**src/rtl/ysyx_24080014_lsu_pkg.sv**
```systemverilog
// Shared definitions for the load/store unit: size encodings, FSM states,
// byte-mask and sign/zero-extension helpers.
package ysyx_24080014_lsu_pkg;

   localparam logic [1:0] SZ_BYTE  = 2'd0;
   localparam logic [1:0] SZ_HALF  = 2'd1;
   localparam logic [1:0] SZ_WORD  = 2'd2;
   localparam logic [1:0] SZ_DWORD = 2'd3;

   typedef enum logic [1:0] {
      ST_IDLE = 2'd0,
      ST_REQ  = 2'd1,
      ST_WAIT = 2'd2,
      ST_RESP = 2'd3
   } lsu_state_e;

   // Byte-enable pattern of an access before it is shifted into its lane.
   function automatic logic [7:0] size_mask(input logic [1:0] size);
      logic [7:0] m;
      case (size)
         SZ_BYTE: m = 8'h01;
         SZ_HALF: m = 8'h03;
         SZ_WORD: m = 8'h0F;
         default: m = 8'hFF;
      endcase
      return m;
   endfunction

   function automatic logic [2:0] low_mask(input logic [1:0] size);
      logic [2:0] m;
      case (size)
         SZ_BYTE: m = 3'b000;
         SZ_HALF: m = 3'b001;
         SZ_WORD: m = 3'b011;
         default: m = 3'b111;
      endcase
      return m;
   endfunction

   function automatic logic misaligned(input logic [2:0] lo, input logic [1:0] size);
      return |(lo & low_mask(size));
   endfunction

   function automatic logic [2:0] align_lo(input logic [2:0] lo, input logic [1:0] size);
      return lo & ~low_mask(size);
   endfunction

   function automatic logic [63:0] extend(input logic [63:0] d, input logic [1:0] size,
                                          input logic uns);
      logic [63:0] r;
      case (size)
         SZ_BYTE: r = uns ? {56'h0, d[7:0]}  : {{56{d[7]}},  d[7:0]};
         SZ_HALF: r = uns ? {48'h0, d[15:0]} : {{48{d[15]}}, d[15:0]};
         SZ_WORD: r = uns ? {32'h0, d[31:0]} : {{32{d[31]}}, d[31:0]};
         default: r = d;
      endcase
      return r;
   endfunction

endpackage

```
**src/rtl/ysyx_24080014_lsu_align.sv**
```systemverilog
// Lane steering for the LSU: store byte-enable/data shift and load
// extraction with sign/zero extension. Purely combinational.
module ysyx_24080014_lsu_align
   import ysyx_24080014_lsu_pkg::*;
#(
   parameter  int DATA_W = 32,
   localparam int NB     = DATA_W / 8,
   localparam int OFF_W  = $clog2(NB)
) (
   input  logic [1:0]        size,
   input  logic              uns,
   input  logic [OFF_W-1:0]  off,
   input  logic [DATA_W-1:0] wdata,
   input  logic [DATA_W-1:0] rsp_rdata,
   output logic [NB-1:0]     wmask,
   output logic [DATA_W-1:0] wdata_sh,
   output logic [DATA_W-1:0] rdata_ext
);

   logic [DATA_W-1:0] rsp_sh;

   assign wmask     = NB'({8'h00, size_mask(size)} << off);
   assign wdata_sh  = wdata << {off, 3'b000};
   assign rsp_sh    = rsp_rdata >> {off, 3'b000};
   assign rdata_ext = DATA_W'(extend(64'(rsp_sh), size, uns));

endmodule

```
**src/rtl/ysyx_24080014_lsu.sv**
```systemverilog
// Load/store unit: one outstanding access, IDLE->REQ->WAIT->RESP with a WAIT
// timeout. Define YSYX_24080014_LSU_MISALIGN_EN to reject misaligned accesses.
module ysyx_24080014_lsu
   import ysyx_24080014_lsu_pkg::*;
#(
   parameter int ADDR_W  = 32,
   parameter int DATA_W  = 32,
   parameter int TIMEOUT = 255
) (
   input  logic                clk,
   input  logic                rst,
   input  logic                in_valid,
   output logic                in_ready,
   input  logic                in_wen,
   input  logic [1:0]          in_size,
   input  logic                in_unsigned,
   input  logic [ADDR_W-1:0]   in_addr,
   input  logic [DATA_W-1:0]   in_wdata,
   output logic                out_valid,
   input  logic                out_ready,
   output logic [DATA_W-1:0]   out_rdata,
   output logic                out_err,
   output logic                mem_req_valid,
   input  logic                mem_req_ready,
   output logic                mem_wen,
   output logic [ADDR_W-1:0]   mem_addr,
   output logic [DATA_W-1:0]   mem_wdata,
   output logic [DATA_W/8-1:0] mem_wmask,
   input  logic                mem_rsp_valid,
   input  logic [DATA_W-1:0]   mem_rsp_rdata
);

   localparam int NB    = DATA_W / 8;
   localparam int OFF_W = $clog2(NB);
   localparam int CNT_W = $clog2(TIMEOUT + 1);

   lsu_state_e        state_q, state_d;
   logic              wen_q, wen_d;
   logic [1:0]        size_q, size_d;
   logic              uns_q, uns_d;
   logic [ADDR_W-1:0] addr_q, addr_d;
   logic [DATA_W-1:0] wdata_q, wdata_d;
   logic [DATA_W-1:0] rdata_q, rdata_d;
   logic              err_q, err_d;
   logic [CNT_W-1:0]  cnt_q, cnt_d;

   logic [1:0]        size_eff;
   logic [ADDR_W-1:0] addr_cap;
   logic              bad_access;
   logic [DATA_W-1:0] ld_data;

   // Request qualification. A dword on a 32-bit bus has no legal lane layout.
`ifdef YSYX_24080014_LSU_MISALIGN_EN
   always_comb begin
      size_eff   = in_size;
      addr_cap   = in_addr;
      bad_access = misaligned(in_addr[2:0], in_size) || (DATA_W == 32 && in_size == SZ_DWORD);
   end
`else
   // Without rejection, an oversized access on a 32-bit bus degrades to a word
   // and every address is aligned down to its access size.
   always_comb begin
      size_eff   = (DATA_W == 32 && in_size == SZ_DWORD) ? SZ_WORD : in_size;
      addr_cap   = {in_addr[ADDR_W-1:3], align_lo(in_addr[2:0], size_eff)};
      bad_access = 1'b0;
   end
`endif

   ysyx_24080014_lsu_align #(
      .DATA_W (DATA_W)
   ) u_align (
      .size      (size_q),
      .uns       (uns_q),
      .off       (addr_q[OFF_W-1:0]),
      .wdata     (wdata_q),
      .rsp_rdata (mem_rsp_rdata),
      .wmask     (mem_wmask),
      .wdata_sh  (mem_wdata),
      .rdata_ext (ld_data)
   );

   always_comb begin
      state_d = state_q;
      wen_d   = wen_q;
      size_d  = size_q;
      uns_d   = uns_q;
      addr_d  = addr_q;
      wdata_d = wdata_q;
      rdata_d = rdata_q;
      err_d   = err_q;
      cnt_d   = cnt_q;
      case (state_q)
         ST_IDLE: begin
            if (in_valid) begin
               wen_d   = in_wen;
               size_d  = size_eff;
               uns_d   = in_unsigned;
               addr_d  = addr_cap;
               wdata_d = in_wdata;
               if (bad_access) begin
                  state_d = ST_RESP;
                  err_d   = 1'b1;
                  rdata_d = '0;
               end else begin
                  state_d = ST_REQ;
               end
            end
         end
         ST_REQ: begin
            if (mem_req_ready) begin
               state_d = ST_WAIT;
               cnt_d   = '0;
            end
         end
         ST_WAIT: begin
            if (mem_rsp_valid) begin
               state_d = ST_RESP;
               err_d   = 1'b0;
               rdata_d = wen_q ? '0 : ld_data;
            end else if (cnt_q == CNT_W'(TIMEOUT - 1)) begin
               state_d = ST_RESP;
               err_d   = 1'b1;
               rdata_d = '0;
            end else begin
               cnt_d = cnt_q + 1'b1;
            end
         end
         default: begin
            if (out_ready) state_d = ST_IDLE;
         end
      endcase
   end

   always_ff @(posedge clk) begin
      if (rst) begin
         state_q <= ST_IDLE;
         wen_q   <= 1'b0;
         size_q  <= SZ_BYTE;
         uns_q   <= 1'b0;
         addr_q  <= '0;
         wdata_q <= '0;
         rdata_q <= '0;
         err_q   <= 1'b0;
         cnt_q   <= '0;
      end else begin
         state_q <= state_d;
         wen_q   <= wen_d;
         size_q  <= size_d;
         uns_q   <= uns_d;
         addr_q  <= addr_d;
         wdata_q <= wdata_d;
         rdata_q <= rdata_d;
         err_q   <= err_d;
         cnt_q   <= cnt_d;
      end
   end

   assign in_ready      = (state_q == ST_IDLE);
   assign mem_req_valid = (state_q == ST_REQ);
   assign out_valid     = (state_q == ST_RESP);
   assign out_rdata     = rdata_q;
   assign out_err       = err_q;
   assign mem_wen       = wen_q;
   assign mem_addr      = {addr_q[ADDR_W-1:OFF_W], OFF_W'(0)};

endmodule

```
**config.mk**
```make
export PLATFORM = sky130hd
export DESIGN_NAME = ysyx_24080014_lsu
export DESIGN_NICKNAME = d
export VERILOG_FILES = /design/src/rtl/ysyx_24080014_lsu_pkg.sv /design/src/rtl/ysyx_24080014_lsu_align.sv /design/src/rtl/ysyx_24080014_lsu.sv
export SDC_FILE = /design/constraint.sdc
export NUM_CORES = 1
export LEC_CHECK = 0
export BUFFER_PORTS_ARGS = -buffer_cell sky130_fd_sc_hd__buf_4
export CORE_AREA = 5 5 123 125
export CTS_CLUSTER_SIZE = 8
export DETAILED_ROUTE_END_ITERATION = 8
export DIE_AREA = 0 0 128 130
export GPL_TIMING_DRIVEN = 0
export PLACE_DENSITY = 0.76
export SKIP_CTS_REPAIR_TIMING = 1
export SYNTH_ARGS = -nofsm -noshare
export SYNTH_HDL_FRONTEND = slang
export SYNTH_SLANG_ARGS = --single-unit
```
**constraint.sdc**
```tcl
create_clock -name clk -period 5.9 [get_ports clk]
set_input_delay 0.59 -clock clk [delete_from_list [all_inputs] [get_ports clk]]
set_output_delay 0.59 -clock clk [all_outputs]
set_load 0.02 [all_outputs]
```
## Word level (Yosys, flattened, before mapping)

Cells that the tools add are included.
Widths: inputs -> output; s select.

- Word-level logic and storage cells: 60
- Input bits: 106
- Bits in registers: 111

- Shift operators: 3
- Reductions and logical operators: 10
- Bitwise logic cells: 2
- Mux-type cells: 21
- Add/subtract/negate cells: 1
- Equal/unequal tests: 14

Operators with widths:

| cell | count |
|---|---|
| $mux 32 | 5 |
| $pmux 32 s3 | 1 |
| $shl 32x5->32 | 1 |
| $shr 32x5->32 | 1 |
| $mux 8 | 3 |
| $pmux 8 s3 | 1 |
| $pmux 8 s2 | 1 |
| $mux 2 | 6 |
| $eq 2x2->1 const B | 5 |
| $pmux 3 s3 | 1 |
| $add 8x1->8 const B | 1 |
| $eq 8x8->1 const B | 1 |
| $reduce_and 4->1 | 2 |
| $shl 8x2->4 | 1 |
| $eq 2x1->1 const B | 3 |
| $logic_not 2->1 | 3 |
| $ne 2x2->1 const B | 3 |
| $pmux 2 s3 | 1 |
| $reduce_and 2->1 | 2 |
| $reduce_bool 2->1 | 2 |
| $reduce_bool 4->1 | 1 |
| $and 3x3->3 | 1 |
| $ne 3x3->1 const B | 1 |
| $not 3->3 | 1 |
| 2 further kinds | 3 |

## Depth between registers and ports, before layout

Gate-level depths: netlist (run 1).

- Depth after elaboration: 6
- Depth in mapped cells: 8
- Depth with buffers taken out: 6

## By module

Synthesis (run 1) repeated with hierarchy kept, for this count alone.

- Cell total of the unflattened synthesis: 682
- Area total of the unflattened synthesis: 5527.8 µm²

Modules (own cells, without submodules):

| module | seq. area each (µm²) | area an instance (µm²) | cells each | instances |
|---|---|---|---|---|
| ysyx_24080014_lsu | 2222.1 | 4279.1 | 486 | 1 |
| ysyx_24080014_lsu_align | 0.0 | 1248.7 | 196 | 1 |

## Worst setup path after synthesis (run 1)

No wires, ideal clock.

- Kind: register to output
- Start point: register addr_q[0]
- End point: output mem_wmask[1]
- Path slack: 3662 ps
- Cell stages (with the launch flop): 7
- Required time: 5310 ps
- Data arrival time: 1648 ps
- Path through: dfxtp_1 -> buf_2 -> buf_2 -> buf_1 -> clkbuf_1 -> nor2_1 -> nor2_1

- Longest elaborated chain between the ends: 1

Ends and longest elaborated chain:

| item | line | RTL |
|---|---|---|
| start: declaration | ysyx_24080014_lsu.sv:41 | `logic [ADDR_W-1:0] addr_q, addr_d;` |
| start signal: assignment | ysyx_24080014_lsu.sv:150 | `addr_q <= addr_d;` |
| $shl 8x2->4 | ysyx_24080014_lsu_align.sv:22 | `assign wmask = NB'({8'h00, size_mask(size)} << off);` |
| end: declaration | ysyx_24080014_lsu.sv:28 | `output logic [DATA_W/8-1:0] mem_wmask,` |

Every way passes these cells.

## Worst setup path after layout (run 1)

- Start point: register addr_q[0]
- End point: output mem_wdata[25]

- Longest elaborated chain between the ends: 1

Ends and longest elaborated chain:

| item | line | RTL |
|---|---|---|
| $shl 32x5->32 | ysyx_24080014_lsu_align.sv:23 | `assign wdata_sh = wdata << {off, 3'b000};` |
| end: declaration | ysyx_24080014_lsu.sv:27 | `output logic [DATA_W-1:0] mem_wdata,` |

Every way passes these cells.

==> flow_metrics.env, run 1 <==
export IMPL_clk_pin_slew_ps=80
export IMPL_cap_violations=0
export IMPL_syn_avg_cell_area_um2=8.053
export IMPL_maxSlewViolCount=0
export IMPL_drtPass1Iterations=5
export IMPL_final_nets=1010
export IMPL_rsz0062_at_grt="no"
export IMPL_ys_ff_latch=111
export IMPL_die_h_um=130
export IMPL_ys_seq_area_share_pct=40.70
export IMPL_drc=0
export IMPL_antenna_found_initial=0
export IMPL_gp_congestion=0.8868
export IMPL_drt_wl_total_um=18800
export IMPL_fmax_mhz=313.7
export IMPL_grt_pass1_wl_um=29190
export IMPL_boundaryPins=211
export IMPL_min_period_ps=3187
export IMPL_cts_tree="yes"
export IMPL_coreArea_um2=13770
export IMPL_area_growth_pct=38.86
export IMPL_cts_inserted_buffers=9
export IMPL_hold_viol=0
export IMPL_tns_ps=0
export IMPL_ant_nets=0
export IMPL_worstSetupPathType="reg2out"
export IMPL_cts_sinks=111
export IMPL_max_slew_margin_rel_pct=52.01
export IMPL_tightest_slew_ps=719.9
export IMPL_synth_ff_type="dfxtp_1"
export IMPL_io_buffers=207
export IMPL_hold_path_startpoint="out_err$_SDFFE_PP0P_"
export IMPL_grt_pass1_vias=5432
export IMPL_grt_start_max_net_pins=20
export IMPL_yosys_warnings=0
export IMPL_synthTopCellsByArea="dfxtp_1 (41%), nand2_1 (11%), a21oi_1 (8.2%)"
export IMPL_n_fill_cell=1368
export IMPL_synth_cell_types=45
export IMPL_synth_edff_count=0
export IMPL_post_dp_hpwl_um=14650
export IMPL_clock_root_buffer="clkbuf_16"
export IMPL_synth_top_area_cell="dfxtp_1"
export IMPL_power_density_nw_per_um2=352.3
export IMPL_die_area_um2=16640
export IMPL_synth_async_reset_ratio_pct=0
export IMPL_dp_cells=1066
export IMPL_start_util_pct=39.64
export IMPL_finalNonFillerCells=1082
export IMPL_initialDrtViolationCount=425
export IMPL_period_share_pct=54.02
export IMPL_yosysTopAreaCellShare_pct=40.70
export IMPL_setup_viol=0
export IMPL_critPathLaunch="addr_q[0]$_SDFFE_PP0P_"
export IMPL_wire_per_inst_um=17.37
export IMPL_layout_drive_gt1_share_pct=30.16
export IMPL_gr_total_overflow=0
export IMPL_fin_skew_ps=6.167
export IMPL_syn_area_um2=5460
export IMPL_worstPathArrival_ps=2600
export IMPL_syn_inst=678
export IMPL_peakVddDrop_v=0.0002342
export IMPL_diodes=0
export IMPL_required_ps=5310
export IMPL_vias=5571
export IMPL_via_per_inst=5.149
export IMPL_htreeDepth=3
export IMPL_rows=43
export IMPL_end_kind="output pin"
export IMPL_grt_use_total_pct=22.46
export IMPL_outcome="completed"
export IMPL_holdCritPathClass="reg2reg"
export IMPL_cts_buffer_depth=2
export IMPL_die_w_um=128
export IMPL_clk_latency_ps=360
export IMPL_regToRegStartpoint="state_q[0]$_SDFFE_PP0P_"
export IMPL_p_leak_nw=3.340
export IMPL_cp_max_fo=10
export IMPL_worstSetupStartpointType="flop"
-- path summary, 6_finish.rpt --
path,end,slack [ps],cells past startpoint
worst max-delay path,mem_wdata[25],2710,6
worst min-delay path,out_err$_SDFFE_PP0P_,450,2
worst max register to register,addr_q[29]$_SDFFE_PP0P_,3660,8
worst min register to register,out_err$_SDFFE_PP0P_,450,2
-- cell families after synthesis --
kind of cell | Yosys count | synth area share (%)
adders and majority gates | 7 | 1.604
AOI/OAI and AO/OA | 168 | 19.20
buffers and inverters | 92 | 8.937
muxes | 42 | 7.951
xor gates and xnor gates | 1 | 0.1604
other | 1 | 0.06868
DFF | 111 | 40.70
and+or+nand+nor | 256 | 21.38
-- sequential cells by signal (all words and copies together) (netlist names) --
name	cells
state_q	2
mem_wen	1
uns_q	1
size_q	2
cnt_q	8
out_rdata	32
wdata_q	32
addr_q	32
out_err	1
-- layout by cell type, fill, tap and decap left out, drive strengths merged, types with 2 or more instances in the layout --
cell	count
conb	2
a221o	8
a211oi	13
a211o	15
nand4	3
dfxtp	111
nand2b	11
nor2	22
and3	3
ha	7
buf	253
mux2i	40
nor2b	16
a21oi	90
nand3b	11
a31oi	2
nand3	6
and2	9
nor3	3
a32o	7
bufinv	2
and4	2
a21o	2
nand2	163
inv	9
o21ai	26
clkbuf	50
-- routing by layer --
layer  share of wire [%]  global-route usage (%)
met1                  40                   26.66
met2                  47                   37.68
met3                  11                   9.578
met4                 1.8                   5.618
met5                   0                       0
-- synthesized netlist by cell type, drive strengths merged (3+ instances only) --
cell type  instances
a211o             15
a211oi            13
a21oi             90
a221o              8
a32o               7
and2               9
and3               3
buf               46
clkbuf            40
dfxtp            111
ha                 7
inv                6
mux2i             40
nand2            163
nand2b            11
nand3              6
nand3b            11
nand4              3
nor2              22
nor2b             16
nor3               3
o21ai             26
-- area by class of cell --
cell class	instances	area [um2]	area share, %
Multi-Input combinational cell	476	2754	36.32
Sequential cell	111	2222	29.31
Timing Repair Buffer	207	1554	20.50
Buffer	86	465.4	6.139
Clock buffer	10	239.0	3.152
Tap cell	180	225.2	2.970
Clock inverter	6	100.1	1.320
Inverter	6	22.52	0.2970
-- metrics by stage --
stage	instance area, um2	power, W	setup WS [ps]	hold WS [ps]	util (%)
after floorplan	5464	0.001582	3662	431.8	-
after global placement	7243	0.001987	3137	438.1	52.59
after detailed placement	7243	0.002001	3124	443.1	52.59
after CTS	7582	0.002695	2722	453.7	55.05
after global routing	7582	0.002837	2533	450.5	55.05
final	7582	0.002672	2713	452.9	55.05
-- critical path, cell delays in order (launching register included) --
cell      delay (ps)
dfxtp_1          310
buf_2            200
buf_2            290
buf_1            510
clkbuf_1         510
a21oi_1          200
buf_4            210
-- power breakdown --
group	switching, W	total (W)	internal (W)
Sequential	0.0000810	0.000938	0.000857
Clock	0.000300	0.000692	0.000392
Combinational	0.000620	0.00104	0.000422
Total	0.00100	0.00267	0.00167
No activity file was read; power rests on OpenSTA's default activity.
==> run 2: changes to the inputs <==
--- a/config.mk
+++ b/config.mk
@@ -11,7 +11,7 @@
 export DETAILED_ROUTE_END_ITERATION = 8
 export DIE_AREA = 0 0 128 130
 export GPL_TIMING_DRIVEN = 0
-export PLACE_DENSITY = 0.76
+export PLACE_DENSITY = 0.78
 export SKIP_CTS_REPAIR_TIMING = 1
 export SYNTH_ARGS = -nofsm -noshare
 export SYNTH_HDL_FRONTEND = slang
==> constraint.sdc (replaced) <==
create_clock -name clk -period 2.8 [get_ports clk]
set_input_delay 0.28 -clock clk [delete_from_list [all_inputs] [get_ports clk]]
set_output_delay 0.28 -clock clk [all_outputs]
set_load 0.02 [all_outputs]
==> flow_metrics.env, run 2 (synthesis gave the netlist of run 1 again) <==
export IMPL_layout_drive_gt1_share_pct=30.30
export IMPL_min_path_cells=3
export IMPL_regToRegStartpoint="state_q[0]$_SDFFE_PP0P_"
export IMPL_io_buffers=207
export IMPL_fin_skew_ps=10.49
export IMPL_gr_total_overflow=0
export IMPL_post_dp_hpwl_um=14690
export IMPL_maxSlewViolCount=0
export IMPL_area_growth_pct=37.97
export IMPL_worstSetupPathType="reg2out"
export IMPL_ant_nets=0
export IMPL_clock_root_buffer="clkbuf_16"
export IMPL_die_area_um2=16640
export IMPL_peakVddDrop_v=0.0004229
export IMPL_cts_inserted_buffers=9
export IMPL_initialDrtViolationCount=357
export IMPL_finalPower_w=0.005493
export IMPL_diodes=0
export IMPL_outcome="completed"
export IMPL_required_ps=2520
export IMPL_final_cell_mix="buf_4 (239), nand2_1 (163), dfxtp_1 (111)"
export IMPL_period_share_pct=93.23
export IMPL_setup_viol=0
export IMPL_fin_area_um2=7533
export IMPL_power_density_nw_per_um2=729.1
export IMPL_vias=5654
export IMPL_die_w_um=128
export IMPL_rsz0062_at_grt="no"
export IMPL_grt_use_total_pct=22.51
export IMPL_grt_pass1_vias=5529
export IMPL_worstSetupStartpointType="flop"
export IMPL_cts_buffer_depth=2
export IMPL_reg2reg_depth=8
export IMPL_final_nets=1009
export IMPL_grt_pass1_wl_um=29330
export IMPL_drtPass1Iterations=4
export IMPL_drt_wl_total_um=19030
export IMPL_cp_max_fo=10
export IMPL_cts_sinks=111
export IMPL_clk_latency_ps=360
export IMPL_min_period_ps=2611
export IMPL_fin_util_pct=54.70
export IMPL_start_util_pct=39.64
export IMPL_cts_tree="yes"
export IMPL_hold_path_startpoint="in_addr[22]"
export IMPL_worst_r2r_setup_slack_ps=530
export IMPL_hold_viol=0
export IMPL_worstReg2RegEnd="addr_q[28]$_SDFFE_PP0P_"
export IMPL_coreArea_um2=13770
export IMPL_rows=43
export IMPL_antenna_found_initial=0
export IMPL_cap_violations=0
export IMPL_die_h_um=130
export IMPL_via_per_inst=5.230
export IMPL_wire_per_inst_um=17.61
export IMPL_final_common_cell="buf_4"
export IMPL_fmax_mhz=383.1
export IMPL_htreeDepth=3
export IMPL_tightest_slew_ps=632.1
export IMPL_boundaryPins=211
export IMPL_worstPathArrival_ps=2330
export IMPL_place_area_um2=7243
export IMPL_critPathCapture="mem_wdata[8]"
export IMPL_holdCritPathClass="in2reg"
export IMPL_drc=0
export IMPL_max_slew_margin_rel_pct=57.70
export IMPL_end_kind="output pin"
export IMPL_p_leak_nw=3.327
export IMPL_critPathLaunch="addr_q[0]$_SDFFE_PP0P_"
export IMPL_gp_congestion=0.8943
export IMPL_clk_pin_slew_ps=80
export IMPL_grt_start_max_net_pins=18
-- run 2: cell count changes in the layout (fill, tap and decap cells not counted), sizes merged --
cell    delta
inv        -1
bufinv     -1
clkbuf     +4
buf        -3
-- run 2: routing by layer --
layer	GRT usage (%)	up-vias	share of wire, %
met3	7.327	29	11
met5	0	-	0
met1	27.32	2632	40
met4	8.739	0	2.5
li1	-	2730	-
met2	37.22	263	47
-- run 2: worst max-delay path: stages, from the launching register on --
cell and delay, ps:
dfxtp_1 310, buf_2 200, buf_2 260, clkbuf_2 310, buf_2 340, mux2i_1 270, nor2_1 100, buf_4 170
-- run 2: final cells by class --
| class | count | area [um2] |
|---|---|---|
| plain buffers | 85 | 466.7 |
| clock buffers | 12 | 236.5 |
| clock inverters | 4 | 52.55 |
| fillers | 1366 | 6240 |
| inverters | 6 | 22.52 |
| multi-input cells | 476 | 2754 |
| flip-flops and latches | 111 | 2222 |
| well taps | 180 | 225.2 |
| repair buffers | 207 | 1554 |
-- run 2: power breakdown --
part           switching [W]  total, W  internal (W)
Clock               0.000606   0.00131      0.000702
Combinational        0.00132   0.00221      0.000889
Sequential          0.000170   0.00198       0.00181
-- run 2: worst min-delay path by stage --
| stage | end | slack [ps] |
|---|---|---|
| finish | addr_q[22]$_SDFFE_PP0P_ | 160 |
| global route | wdata_q[23]$_SDFFE_PP0P_ | 150 |
| CTS | uns_q$_SDFFE_PP0P_ | 150 |
| detailed placement | wdata_q[31]$_SDFFE_PP0P_ | 440 |
| global placement | out_rdata[14]$_SDFFE_PP0P_ | 440 |
| floorplan | wdata_q[24]$_SDFFE_PP0P_ | 420 |
-- run 2: per-stage QoR --
stage	TNS [ps]	instances	worst slack, ps	hold slack [ps]
2_1_floorplan	0	679	872.4	416.0
3_3_place_gp	0	1066	302.8	436.6
3_5_place_dp	0	1066	251.9	444.7
4_1_cts	-530.2	1082	-150.4	148.5
5_1_grt	0	1081	93.17	154.3
6_report	0	1081	189.5	157.2
==> run 3: changes to the inputs <==
--- a/config.mk
+++ b/config.mk
@@ -5,14 +5,16 @@
 export SDC_FILE = /design/constraint.sdc
 export NUM_CORES = 1
 export LEC_CHECK = 0
+export ABC_AREA = 1
 export BUFFER_PORTS_ARGS = -buffer_cell sky130_fd_sc_hd__buf_4
-export CORE_AREA = 5 5 123 125
+export CORE_AREA = 5 5 129 131
 export CTS_CLUSTER_SIZE = 8
 export DETAILED_ROUTE_END_ITERATION = 8
-export DIE_AREA = 0 0 128 130
+export DIE_AREA = 0 0 134 136
 export GPL_TIMING_DRIVEN = 0
-export PLACE_DENSITY = 0.78
+export PLACE_DENSITY = 0.79
 export SKIP_CTS_REPAIR_TIMING = 1
 export SYNTH_ARGS = -nofsm -noshare
 export SYNTH_HDL_FRONTEND = slang
+export SYNTH_HIERARCHICAL = 1
 export SYNTH_SLANG_ARGS = --single-unit
==> flow_metrics.env, run 3 <==
export IMPL_power_density_nw_per_um2=813.4
export IMPL_synthSimpleGateAreaFrac_pct=30.33
export IMPL_synth_edff_count=0
export IMPL_synth_xor_area_share_pct=0
export IMPL_fin_util_pct=52.43
export IMPL_diodes=0
export IMPL_cts_tree="yes"
export IMPL_worstPathArrival_ps=1920
export IMPL_clk_pin_slew_ps=70
export IMPL_syn_avg_cell_area_um2=7.010
export IMPL_end_kind="output pin"
export IMPL_boundaryPins=211
export IMPL_max_slew_margin_rel_pct=52.32
export IMPL_worstSetupStartpointType="flop"
export IMPL_synth_top_family_by_area="simple AND/OR/NAND/NOR gates"
export IMPL_io_buffers=208
export IMPL_synth_mux_area_share_pct=0.1658
export IMPL_synth_ff_type="dfxtp_1"
export IMPL_start_util_pct=38.98
export IMPL_vias=6365
export IMPL_ys_ff_latch=111
export IMPL_rsz0062_at_grt="no"
export IMPL_clock_root_buffer="clkbuf_16"
export IMPL_drc=0
export IMPL_final_nets=1194
export IMPL_die_h_um=136
export IMPL_initialDrtViolationCount=530
export IMPL_rows=46
export IMPL_ant_nets=0
export IMPL_final_cell_mix="buf_4 (252), nor2_1 (186), nand2_1 (139)"
export IMPL_cap_violations=0
export IMPL_antenna_found_initial=0
export IMPL_grt_pass1_wl_um=31720
export IMPL_timing_hold_ws_ps=161.9
export IMPL_tightest_slew_ps=715.1
export IMPL_gr_total_overflow=0
export IMPL_drt_wl_total_um=20590
export IMPL_synthTopCellsByArea="dfxtp_1 (37%), nor2_1 (12%), nand2_1 (8.6%)"
export IMPL_holdPathEnd="addr_q[29]$_SDFFE_PP0P_"
export IMPL_synthAdderAreaFrac_pct=1.451
export IMPL_maxSlewViolCount=0
export IMPL_final_common_cell="buf_4"
export IMPL_wire_per_inst_um=16.11
export IMPL_period_share_pct=78.66
export IMPL_worstSetupPathType="reg2out"
export IMPL_worstReg2RegEnd="wdata_q[10]$_SDFFE_PP0P_"
export IMPL_outcome="completed"
export IMPL_cts_sinks=111
export IMPL_yosysTopAreaCellShare_pct=36.82
export IMPL_fmax_mhz=454.1
export IMPL_synth_async_reset_ratio_pct=0
export IMPL_tns_ps=0
export IMPL_grt_pass1_vias=6129
export IMPL_area_growth_pct=34.49
export IMPL_synth_top_area_cell="dfxtp_1"
export IMPL_drtPass1Iterations=6
export IMPL_holdCritPathClass="in2reg"
export IMPL_ys_seq_area_share_pct=36.82
export IMPL_gp_congestion=1.019
export IMPL_min_period_ps=2202
export IMPL_post_dp_hpwl_um=16130
export IMPL_yosys_warnings=6
export IMPL_clk_latency_ps=350
export IMPL_cts_buffer_depth=2
export IMPL_p_leak_nw=3.743
export IMPL_die_w_um=134
export IMPL_synth_cell_types=34
export IMPL_worst_r2r_setup_slack_ps=910
export IMPL_regToRegStartpoint="state_q[0]$_SDFFE_PP0P_"
export IMPL_finalPower_w=0.006603
export IMPL_synth_compound_area_share_pct=18.20
export IMPL_required_ps=2520
export IMPL_coreArea_um2=15480
export IMPL_via_per_inst=4.980
export IMPL_grt_start_max_net_pins=18
export IMPL_setup_viol=0
export IMPL_reg2reg_depth=7
export IMPL_die_area_um2=18220
export IMPL_cts_inserted_buffers=9
export IMPL_hold_viol=0
export IMPL_grt_use_total_pct=22.16
export IMPL_yosys_top_cells_count="nor2_1 (186), nand2_1 (139), dfxtp_1 (111), o21ai_0 (87), buf_4 (44)"
export IMPL_fin_skew_ps=4.751
export IMPL_min_path_cells=3
export IMPL_cp_max_fo=10
export IMPL_layout_drive_gt1_share_pct=34.07
export IMPL_peakVddDrop_v=0.0003858
export IMPL_syn_area_um2=6036
export IMPL_syn_inst=861
export IMPL_synth_most_common_cell="nor2_1"
export IMPL_hold_path_startpoint="in_addr[29]"
export IMPL_htreeDepth=3
-- run 3: cell types whose count changed after synthesis, moves of 13 or more --
cell and change:
nand3_1 +34, nand2_1 -24, mux2i_1 -39, a21oi_2 +30
nor2b_1 -16, a21oi_1 -60, clkbuf_1 -19, nor2_1 +164
o21ai_0 +61, a211oi_1 -13, a22oi_1 +15, a211o_1 -15
nand2_2 +37, inv_1 +36
-- run 3: kinds of logic (layout without fill, tap and decap cells) --
kind of cell,count (synthesis),in the layout
AND/OR/NAND/NOR,421,421
AO/OA/AOI/OAI,184,184
buffers and inverters,136,360
flip-flops,111,111
adder cells (fa/ha/maj),7,7
other,1,2
multiplexers,1,1
-- run 3: report_power, final --
group / leakage, nW / switching (W) / internal (W)
clock network: 0.133 / 0.000615 / 0.000634
registers: 0.911 / 0.000219 / 0.00190
logic: 2.70 / 0.00192 / 0.00131
total: 3.74 / 0.00275 / 0.00385
-- run 3: area by class of cell --
type | count | area [um2]
clock buffer | 12 | 246.5
clock inverter | 4 | 30.03
sequential | 111 | 2222
multi-input combinational | 615 | 3034
timing repair buffer | 208 | 1562
buffer | 87 | 599.3
inverter | 49 | 183.9
fill | 1530 | 7365
tap | 192 | 240.2
-- run 3: metal layers --
layer	vias up	global-route usage, %	wire length (um)
met1	2829	26.87	8239
met5	-	0	0
met2	320	37.23	9607
li1	3182	-	-
met4	0	7.314	441
met3	34	7.254	2297
-- run 3: per-stage QoR --
stage                     cells  area [um2]  worst slack (ps)
after floorplan             862        6040              1046
after global placement     1262        7841             974.8
after detailed placement   1262        7841             903.4
after CTS                  1278        8118             560.9
after global routing       1278        8118             423.4
final                      1278        8118             597.6
-- run 3: worst max-delay path, cell delays in order (launching register included) --
cell	delay, ps
dfxtp_1	390
inv_2	160
clkbuf_1	400
nand2_1	150
a22oi_1	270
buf_4	190
-- run 3: worst max-delay path by stage --
stage | start | to | slack [ps] | depth (start not counted)
3_5_place_dp | state_q[0]$_SDFFE_PP0P_ | wdata_q[10]$_SDFFE_PP0P_ | 900 | 7
3_3_place_gp | state_q[0]$_SDFFE_PP0P_ | wdata_q[10]$_SDFFE_PP0P_ | 970 | 7
2_1_floorplan | addr_q[0]$_SDFFE_PP0P_ | mem_wdata[0] | 1050 | 5
5_1_grt | addr_q[0]$_SDFFE_PP0P_ | mem_wdata[24] | 420 | 5
4_1_cts | addr_q[0]$_SDFFE_PP0P_ | mem_wdata[24] | 560 | 5
6_report | addr_q[0]$_SDFFE_PP0P_ | mem_wdata[25] | 600 | 5
